**src/rtl/load_store_ctrl_pkg.sv**
```systemverilog
// Shared types and constants for the load/store controller.
// Holds the FSM state enum, funct3 width codes, exception causes and decode helpers.
package load_store_ctrl_pkg;

  typedef enum logic [1:0] {
    IDLE     = 2'd0,
    REQ      = 2'd1,
    WAIT_RSP = 2'd2
  } lsu_state_t;

  localparam logic [2:0] F3_B  = 3'b000;
  localparam logic [2:0] F3_H  = 3'b001;
  localparam logic [2:0] F3_W  = 3'b010;
  localparam logic [2:0] F3_BU = 3'b100;
  localparam logic [2:0] F3_HU = 3'b101;

  localparam logic [1:0] EXC_LOAD_MISALIGNED  = 2'b00;
  localparam logic [1:0] EXC_STORE_MISALIGNED = 2'b01;
  localparam logic [1:0] EXC_ILLEGAL_WIDTH    = 2'b10;

  // Unsigned widths only exist for loads; stores accept B/H/W.
  function automatic logic f3_legal(input logic is_load, input logic [2:0] funct3);
    if (is_load)
      return (funct3 == F3_B) || (funct3 == F3_H) || (funct3 == F3_W) ||
             (funct3 == F3_BU) || (funct3 == F3_HU);
    else
      return (funct3 == F3_B) || (funct3 == F3_H) || (funct3 == F3_W);
  endfunction

  function automatic logic addr_misaligned(input logic [2:0] funct3, input logic [1:0] offset);
    case (funct3[1:0])
      2'b01:   return offset[0];
      2'b10:   return offset != 2'b00;
      default: return 1'b0;
    endcase
  endfunction

endpackage

```
**src/rtl/load_store_ctrl_if.sv**
```systemverilog
// Data-memory request/response bus between the load/store controller and memory.
interface load_store_ctrl_if;
  logic        req;
  logic        gnt;
  logic        we;
  logic [31:0] addr;
  logic [3:0]  be;
  logic [31:0] wdata;
  logic        rvalid;
  logic [31:0] rdata;

  modport master (output req, we, addr, be, wdata, input gnt, rvalid, rdata);
  modport slave  (input req, we, addr, be, wdata, output gnt, rvalid, rdata);
endinterface

```
**src/rtl/lsu_load_align.sv**
```systemverilog
// Load return alignment: picks the addressed byte/half lane and sign- or zero-extends it.
module lsu_load_align
  import load_store_ctrl_pkg::*;
(
  input  logic [31:0] rdata_i,
  input  logic [1:0]  offset_i,
  input  logic [2:0]  funct3_i,
  output logic [31:0] data_o
);

  logic [7:0]  byte_sel;
  logic [15:0] half_sel;

  always_comb begin
    byte_sel = rdata_i[{offset_i, 3'b000} +: 8];
    half_sel = offset_i[1] ? rdata_i[31:16] : rdata_i[15:0];
    case (funct3_i)
      F3_B:    data_o = {{24{byte_sel[7]}}, byte_sel};
      F3_H:    data_o = {{16{half_sel[15]}}, half_sel};
      F3_BU:   data_o = {24'd0, byte_sel};
      F3_HU:   data_o = {16'd0, half_sel};
      default: data_o = rdata_i;
    endcase
  end

endmodule

```
**src/rtl/load_store_ctrl.sv**
```systemverilog
// Load/store unit controller: issues one aligned data-memory access per EX memory op,
// stalls the pipeline until completion, and flags misaligned or illegal-width ops.
//
// state    | meaning
// IDLE     | no access in flight; decode EX op, accept or raise exception
// REQ      | dmem_req high with latched addr/be/wdata/we until gnt
// WAIT_RSP | load granted; waiting for rvalid to write back
module load_store_ctrl
  import load_store_ctrl_pkg::*;
(
  input  logic                      clk,
  input  logic                      rst_n,
  input  logic                      ex_valid_i,
  input  logic                      ex_is_load_i,
  input  logic                      ex_is_store_i,
  input  logic [2:0]                ex_funct3_i,
  input  logic [31:0]               ex_addr_i,
  input  logic [31:0]               ex_wdata_i,
  input  logic [4:0]                ex_rd_i,
  load_store_ctrl_if.master         dmem,
  output logic                      ldst_stall_o,
  output logic                      wb_valid_o,
  output logic [4:0]                wb_rd_o,
  output logic [31:0]               wb_data_o,
  output logic                      exc_valid_o,
  output logic [1:0]                exc_cause_o
);

  lsu_state_t  state_q, state_d;
  logic        we_q;
  logic [31:0] addr_q;
  logic [3:0]  be_q;
  logic [31:0] wdata_q;
  logic [4:0]  rd_q;
  logic [2:0]  funct3_q;
  logic [1:0]  offset_q;
  logic        exc_valid_q;
  logic [1:0]  exc_cause_q;

  logic        op_load, op_store, op_valid, op_illegal, op_misal;
  logic        accept, exc_d, stall, wb_valid;
  logic [1:0]  exc_cause_d;
  logic [3:0]  be_d;
  logic [31:0] wdata_d;
  logic [31:0] load_data;

  // A simultaneous load+store flag resolves to a load.
  assign op_load    = ex_is_load_i;
  assign op_store   = ex_is_store_i & ~ex_is_load_i;
  assign op_valid   = ex_valid_i & (op_load | op_store);
  assign op_illegal = ~f3_legal(op_load, ex_funct3_i);
  assign op_misal   = addr_misaligned(ex_funct3_i, ex_addr_i[1:0]);

  always_comb begin
    case (ex_funct3_i[1:0])
      2'b00: begin
        be_d    = 4'b0001 << ex_addr_i[1:0];
        wdata_d = {4{ex_wdata_i[7:0]}};
      end
      2'b01: begin
        be_d    = ex_addr_i[1] ? 4'b1100 : 4'b0011;
        wdata_d = {2{ex_wdata_i[15:0]}};
      end
      default: begin
        be_d    = 4'b1111;
        wdata_d = ex_wdata_i;
      end
    endcase
  end

  always_comb begin
    state_d     = state_q;
    stall       = 1'b0;
    accept      = 1'b0;
    wb_valid    = 1'b0;
    exc_d       = 1'b0;
    exc_cause_d = EXC_ILLEGAL_WIDTH;
    case (state_q)
      IDLE: begin
        if (op_valid) begin
          if (op_illegal || op_misal) begin
            exc_d       = 1'b1;
            exc_cause_d = op_illegal ? EXC_ILLEGAL_WIDTH :
                          (op_load ? EXC_LOAD_MISALIGNED : EXC_STORE_MISALIGNED);
          end else begin
            accept  = 1'b1;
            stall   = 1'b1;
            state_d = REQ;
          end
        end
      end
      REQ: begin
        stall = 1'b1;
        if (dmem.gnt) begin
          if (we_q) begin
            stall   = 1'b0;
            state_d = IDLE;
          end else begin
            state_d = WAIT_RSP;
          end
        end
      end
      WAIT_RSP: begin
        stall = 1'b1;
        if (dmem.rvalid) begin
          stall    = 1'b0;
          wb_valid = 1'b1;
          state_d  = IDLE;
        end
      end
      default: state_d = IDLE;
    endcase
  end

  always_ff @(posedge clk or negedge rst_n) begin
    if (!rst_n) state_q <= IDLE;
    else        state_q <= state_d;
  end

  always_ff @(posedge clk or negedge rst_n) begin
    if (!rst_n) begin
      we_q        <= 1'b0;
      addr_q      <= '0;
      be_q        <= '0;
      wdata_q     <= '0;
      rd_q        <= '0;
      funct3_q    <= '0;
      offset_q    <= '0;
      exc_valid_q <= 1'b0;
      exc_cause_q <= '0;
    end else begin
      exc_valid_q <= exc_d;
      if (exc_d) exc_cause_q <= exc_cause_d;
      if (accept) begin
        we_q     <= op_store;
        addr_q   <= {ex_addr_i[31:2], 2'b00};
        be_q     <= be_d;
        wdata_q  <= wdata_d;
        rd_q     <= ex_rd_i;
        funct3_q <= ex_funct3_i;
        offset_q <= ex_addr_i[1:0];
      end
    end
  end

  lsu_load_align u_load_align (
    .rdata_i  (dmem.rdata),
    .offset_i (offset_q),
    .funct3_i (funct3_q),
    .data_o   (load_data)
  );

  assign dmem.req     = (state_q == REQ);
  assign dmem.we      = we_q;
  assign dmem.addr    = addr_q;
  assign dmem.be      = be_q;
  assign dmem.wdata   = wdata_q;

  assign ldst_stall_o = stall;
  assign wb_valid_o   = wb_valid;
  assign wb_rd_o      = wb_valid ? rd_q : 5'd0;
  assign wb_data_o    = wb_valid ? load_data : 32'd0;
  assign exc_valid_o  = exc_valid_q;
  assign exc_cause_o  = exc_cause_q;

endmodule

```
**src/flat_wrapper.sv**
```systemverilog
// flat-port wrapper written by rule: the top's interface ports become plain ports
module load_store_ctrl_flat import load_store_ctrl_pkg::*;
  (clk, rst_n, ex_valid_i, ex_is_load_i, ex_is_store_i, ex_funct3_i, ex_addr_i, ex_wdata_i, ex_rd_i, ldst_stall_o, wb_valid_o, wb_rd_o, wb_data_o, exc_valid_o, exc_cause_o, dmem_req, dmem_we, dmem_addr, dmem_be, dmem_wdata, dmem_gnt, dmem_rvalid, dmem_rdata);
  load_store_ctrl_if dmem_i ();
  input  logic clk;
  input  logic rst_n;
  input  logic ex_valid_i;
  input  logic ex_is_load_i;
  input  logic ex_is_store_i;
  input  logic [2:0] ex_funct3_i;
  input  logic [31:0] ex_addr_i;
  input  logic [31:0] ex_wdata_i;
  input  logic [4:0] ex_rd_i;
  output logic ldst_stall_o;
  output logic wb_valid_o;
  output logic [4:0] wb_rd_o;
  output logic [31:0] wb_data_o;
  output logic exc_valid_o;
  output logic [1:0] exc_cause_o;
  output wire logic [$bits(dmem_i.req)-1:0] dmem_req;
  output wire logic [$bits(dmem_i.we)-1:0] dmem_we;
  output wire logic [$bits(dmem_i.addr)-1:0] dmem_addr;
  output wire logic [$bits(dmem_i.be)-1:0] dmem_be;
  output wire logic [$bits(dmem_i.wdata)-1:0] dmem_wdata;
  input wire logic [$bits(dmem_i.gnt)-1:0] dmem_gnt;
  input wire logic [$bits(dmem_i.rvalid)-1:0] dmem_rvalid;
  input wire logic [$bits(dmem_i.rdata)-1:0] dmem_rdata;
  assign dmem_req = dmem_i.req;
  assign dmem_we = dmem_i.we;
  assign dmem_addr = dmem_i.addr;
  assign dmem_be = dmem_i.be;
  assign dmem_wdata = dmem_i.wdata;
  assign dmem_i.gnt = dmem_gnt;
  assign dmem_i.rvalid = dmem_rvalid;
  assign dmem_i.rdata = dmem_rdata;
  load_store_ctrl u_core (.clk(clk), .rst_n(rst_n), .ex_valid_i(ex_valid_i), .ex_is_load_i(ex_is_load_i), .ex_is_store_i(ex_is_store_i), .ex_funct3_i(ex_funct3_i), .ex_addr_i(ex_addr_i), .ex_wdata_i(ex_wdata_i), .ex_rd_i(ex_rd_i), .dmem(dmem_i), .ldst_stall_o(ldst_stall_o), .wb_valid_o(wb_valid_o), .wb_rd_o(wb_rd_o), .wb_data_o(wb_data_o), .exc_valid_o(exc_valid_o), .exc_cause_o(exc_cause_o));
endmodule
```
**config.mk**
```make
export PLATFORM = sky130hd
export DESIGN_NAME = load_store_ctrl_flat
export DESIGN_NICKNAME = d
export VERILOG_FILES = /design/src/rtl/load_store_ctrl_pkg.sv /design/src/rtl/load_store_ctrl_if.sv /design/src/rtl/lsu_load_align.sv /design/src/rtl/load_store_ctrl.sv /design/src/flat_wrapper.sv
export SDC_FILE = /design/constraint.sdc
export NUM_CORES = 1
export LEC_CHECK = 0
export CAP_MARGIN = 15
export CORE_AREA = 5 5 110 112
export CTS_CLUSTER_DIAMETER = 150
export DETAILED_ROUTE_END_ITERATION = 16
export DIE_AREA = 0 0 115 117
export GPL_ROUTABILITY_DRIVEN = 1
export PLACE_DENSITY = 0.88
export SYNTH_ARGS = -nofsm -noshare
export SYNTH_HDL_FRONTEND = slang
export SYNTH_SLANG_ARGS = --single-unit
```
**constraint.sdc**
```tcl
create_clock -name clk -period 3.4 [get_ports clk]
set_input_delay 0.68 -clock clk [delete_from_list [all_inputs] [get_ports clk]]
set_output_delay 0.68 -clock clk [all_outputs]
set_load 0.03 [all_outputs]
```
==> results.yml <==
outcome:
  status: "finished, final reports clean"
sta:
  setup_tns_ns: 0
  worstMarginPinSlew_ns: 0.743
  report.final.setup_viol: 0
  fin_crit_ns: 3.30
  relSlewSlack_pct: 50.5
  hold_viol_final: 0
  hold_slack_ns: 0.203
  max_freq_mhz: 303
  clock_skew_ns: 0.00835
  drv_slew: 0
  fin_crit_sh_pct: 97.2
  rsz0062_at_grt: "no"
synthesis:
  synthCells: 404
  synth_top_cell_area_share_pct: 47.9
  syn_area_per_cell_um2: 10.6
  synthDistinctLibCells: 40
  synthArstFlopShare_pct: 100
  synth_edf_count: 0
  yosys.area.top_type: "dfrtp_1"
  synth_area_leaders: "dfrtp_1 48%, mux2_2 18%, nand2_1 7.2%"
  yosys_warnings: 0
  ys_seq_area_share_pct: 47.9
  synth_area_mm2: 0.00428
  synth_ff_type: "dfrtp_1"
  ys_ff_latch: 82
global_routing:
  grt_antenna_before_repair: 0
  grt_pass1_vias: 4127
  grt_pass1_wl_mm: 21.2
  track_usage_pct: 19.8
  grt_overflow: 0
  grt_max_degree: 83
detailed_routing:
  wl_per_cell_um: 18.1
  finalWirelength_mm: 13.8
  remaining_drc_errors: 0
  drtAntennaViolNets: 0
  viasPerCell: 5.20
  dr_total_vias: 3969
  drtPass1Iterations: 5
  first_iter_violations: 342
layout:
  num_antenna_cells: 0
  final_nets: 731
  drive_gt1_share_pct: 22.1
  area_delta_synth_final_pct: 61.9
  fillCellCount: 895
floorplanning:
  start_util_pct: 38.5
  ios: 223
  num_rows: 39
  core_mm2: 0.0111
  die_w_um: 115
  die-area_mm2: 0.0135
  die_h_um: 117
worst_setup_path:
  crit_buf_inv: 2
  path_cells: "clkdlybuf4s50_1 > mux4_2 > nor2b_1 > nand2b_1 > a221oi_1 > buf_12"
  critPathArrivalTime_ns: 2.62
  end_kind: "primary output"
  path_delay_family: "buffers and inverters"
  start_kind: "primary input"
  path_max_fanout: 8
  reg2reg_from: "u_core.state_q[0]"
  critical_path.max_stage_delay_ns: 0.51
  r2r_slack_ns: 1.22
  cp.required_ns: 2.72
  critPathKind: "in2out"
  worst_path_max_delay_cell: "clkdlybuf4s50_1"
  reg2reg_depth: 4
  worstSetupPathDepth: 6
  cp-startpoint: "dmem_rdata[23]"
clocking:
  cts_max_level: 3
  cts_buffers: 9
  clk_latency_ns: 0.33
  ctsRootBufferMaster: "clkbuf_16"
  clkTransAtPathRegs_ns: 0.06
  cts_tree: "built"
  cts.path.max_buffers: 2
  clock_sinks: 82
pwr:
  swShare_pct: 38.9
  power_density_mw_per_mm2: 743
  combPwrFrac_pct: 49.1
  vdd_drop_max_v: 0.000595
  p_leak_nw: 3.09
  p_int_mw: 3.15
  power_frac_clock_pct: 19.1
  pwr-share-seq_pct: 31.8
  p_sw_mw: 2.00
placed_design:
  io_buffer_count: 220
  post-dp-hpwl_mm: 10.5
  finalWeightedCongestion: 0.939
job:
  cap_violations: 0
hold_path:
  hold_class: "in2async"
==> path summary, 6_finish.rpt <==
path	endpoint
max in group asynchronous	u_core.offset_q[1]
worst max register to register	u_core.dmem.wdata[3]
worst min register to register	u_core.dmem.addr[7]
worst max-delay path	wb_data_o[14]
worst min-delay path	u_core.dmem.wdata[6]
min in group clk	u_core.dmem.addr[7]
==> power by group through the flow <==
stage / sequential, mW / combinational (mW) / clock, mW
after CTS: 1.64 / 2.54 / 1.01
after global routing: 1.70 / 2.66 / 1.05
after floorplan: 2.25 / 0.791 / 0
final: 1.64 / 2.53 / 0.985
after global placement: 1.62 / 2.48 / 0
after detailed placement: 1.65 / 2.53 / 0
==> per-stage QoR <==
step	setup WS, ns	cells	instance area (µm²)	power (mW)	util, %
final	0.0955	764	6940	5.15	62.4
after CTS	0.0180	763	6900	5.19	62.0
after detailed placement	0.0725	748	6600	4.18	59.3
after global routing	0.00804	764	6940	5.41	62.4
after global placement	0.164	748	6600	4.10	59.3
after floorplan	0.386	405	4290	3.04	-
==> area by class of cell <==
cell class | instances | area [µm²] | share of cell area [%]
flip-flops and latches | 82 | 2050 | 29.6
multi-input cells | 277 | 2040 | 29.4
well taps | 143 | 179 | 2.58
clock inverters | 4 | 51.3 | 0.739
inverters | 16 | 60.1 | 0.866
clock buffers | 11 | 253 | 3.64
repair buffers | 231 | 2300 | 33.1
==> placed cells by master, fill, tap and decap left out, types with 2 or more instances in the layout <==
cell             synthesis  layout
conb_1                   1       2
clkbuf_8                 0       2
a22o_1                   9       9
a211o_1                  5       5
dfrtp_1                 82      81
clkbuf_16                0       9
a22oi_1                  8       8
mux2_1                  10      10
inv_1                   15      15
o21ai_0                  7       7
clkdlybuf4s50_1          0     188
mux2_2                  70      70
nor3_1                   5       5
buf_4                    2      36
mux2i_1                  8       8
nor2b_1                  4       4
ha_1                     3       3
a21oi_1                 14      14
nor2_1                  13      13
and2_1                   6       6
o32ai_1                  3       3
nand3b_1                 2       2
nand2_1                 82      82
nand2b_1                 5       5
buf_12                   0       6
a221oi_1                 8       8
==> layer usage <==
layer	GRT usage, %	vias up	share of wire (%)
li1	-	1825	-
met1	23.0	1940	37
met2	35.4	182	51
met3	5.45	22	8.8
met4	6.42	0	2.3
met5	0	-	0
==> sequential cells by signal, summed over array words and instances (netlist names) <==
| name | count |
|---|---|
| u_core.dmem.addr | 30 |
| u_core.rd_q | 5 |
| u_core.offset_q | 2 |
| u_core.state_q | 2 |
| u_core.dmem.wdata | 32 |
| u_core.dmem.be | 4 |
| u_core.exc_cause_o | 2 |
| u_core.dmem.we | 1 |
| u_core.funct3_q | 3 |
| u_core.exc_valid_o | 1 |
==> what timing repair did <==
item                       in CTS  in global routing
gates resized for setup         0                  2
setup endpoints to repair       0                 14
hold buffers                    0                  0
setup buffers                   0                  0
==> logic make-up after synthesis <==
kind of cell	synth area share, %
multiplexers	23.4
buffers and inverters	4.85
other	0.0875
AO/OA/AOI/OAI	10.2
AND/OR/NAND/NOR	12.7
flip-flops	47.9
adder cells (fa/ha/maj)	0.876
==> cells in the mapped netlist, types with 6 or more instances <==
| cell | n |
|---|---|
| a22o_1 | 9 |
| a21oi_1 | 14 |
| mux2_2 | 70 |
| o21ai_0 | 7 |
| nand2_1 | 82 |
| dfrtp_1 | 82 |
| nor2_1 | 13 |
| a221oi_1 | 8 |
| and2_1 | 6 |
| inv_1 | 15 |
| mux2_1 | 10 |
| a22oi_1 | 8 |
| clkbuf_1 | 14 |
| mux2i_1 | 8 |
| buf_2 | 10 |
==> worst reg2reg max path, cell delays in order, from the launching register on <==
cell and delay [ns]:
dfrtp_1 0.41, nor4b_2 0.47, nor3b_4 0.33, buf_12 0.39, mux2_2 0.46
No activity file was read; power rests on OpenSTA's default activity.
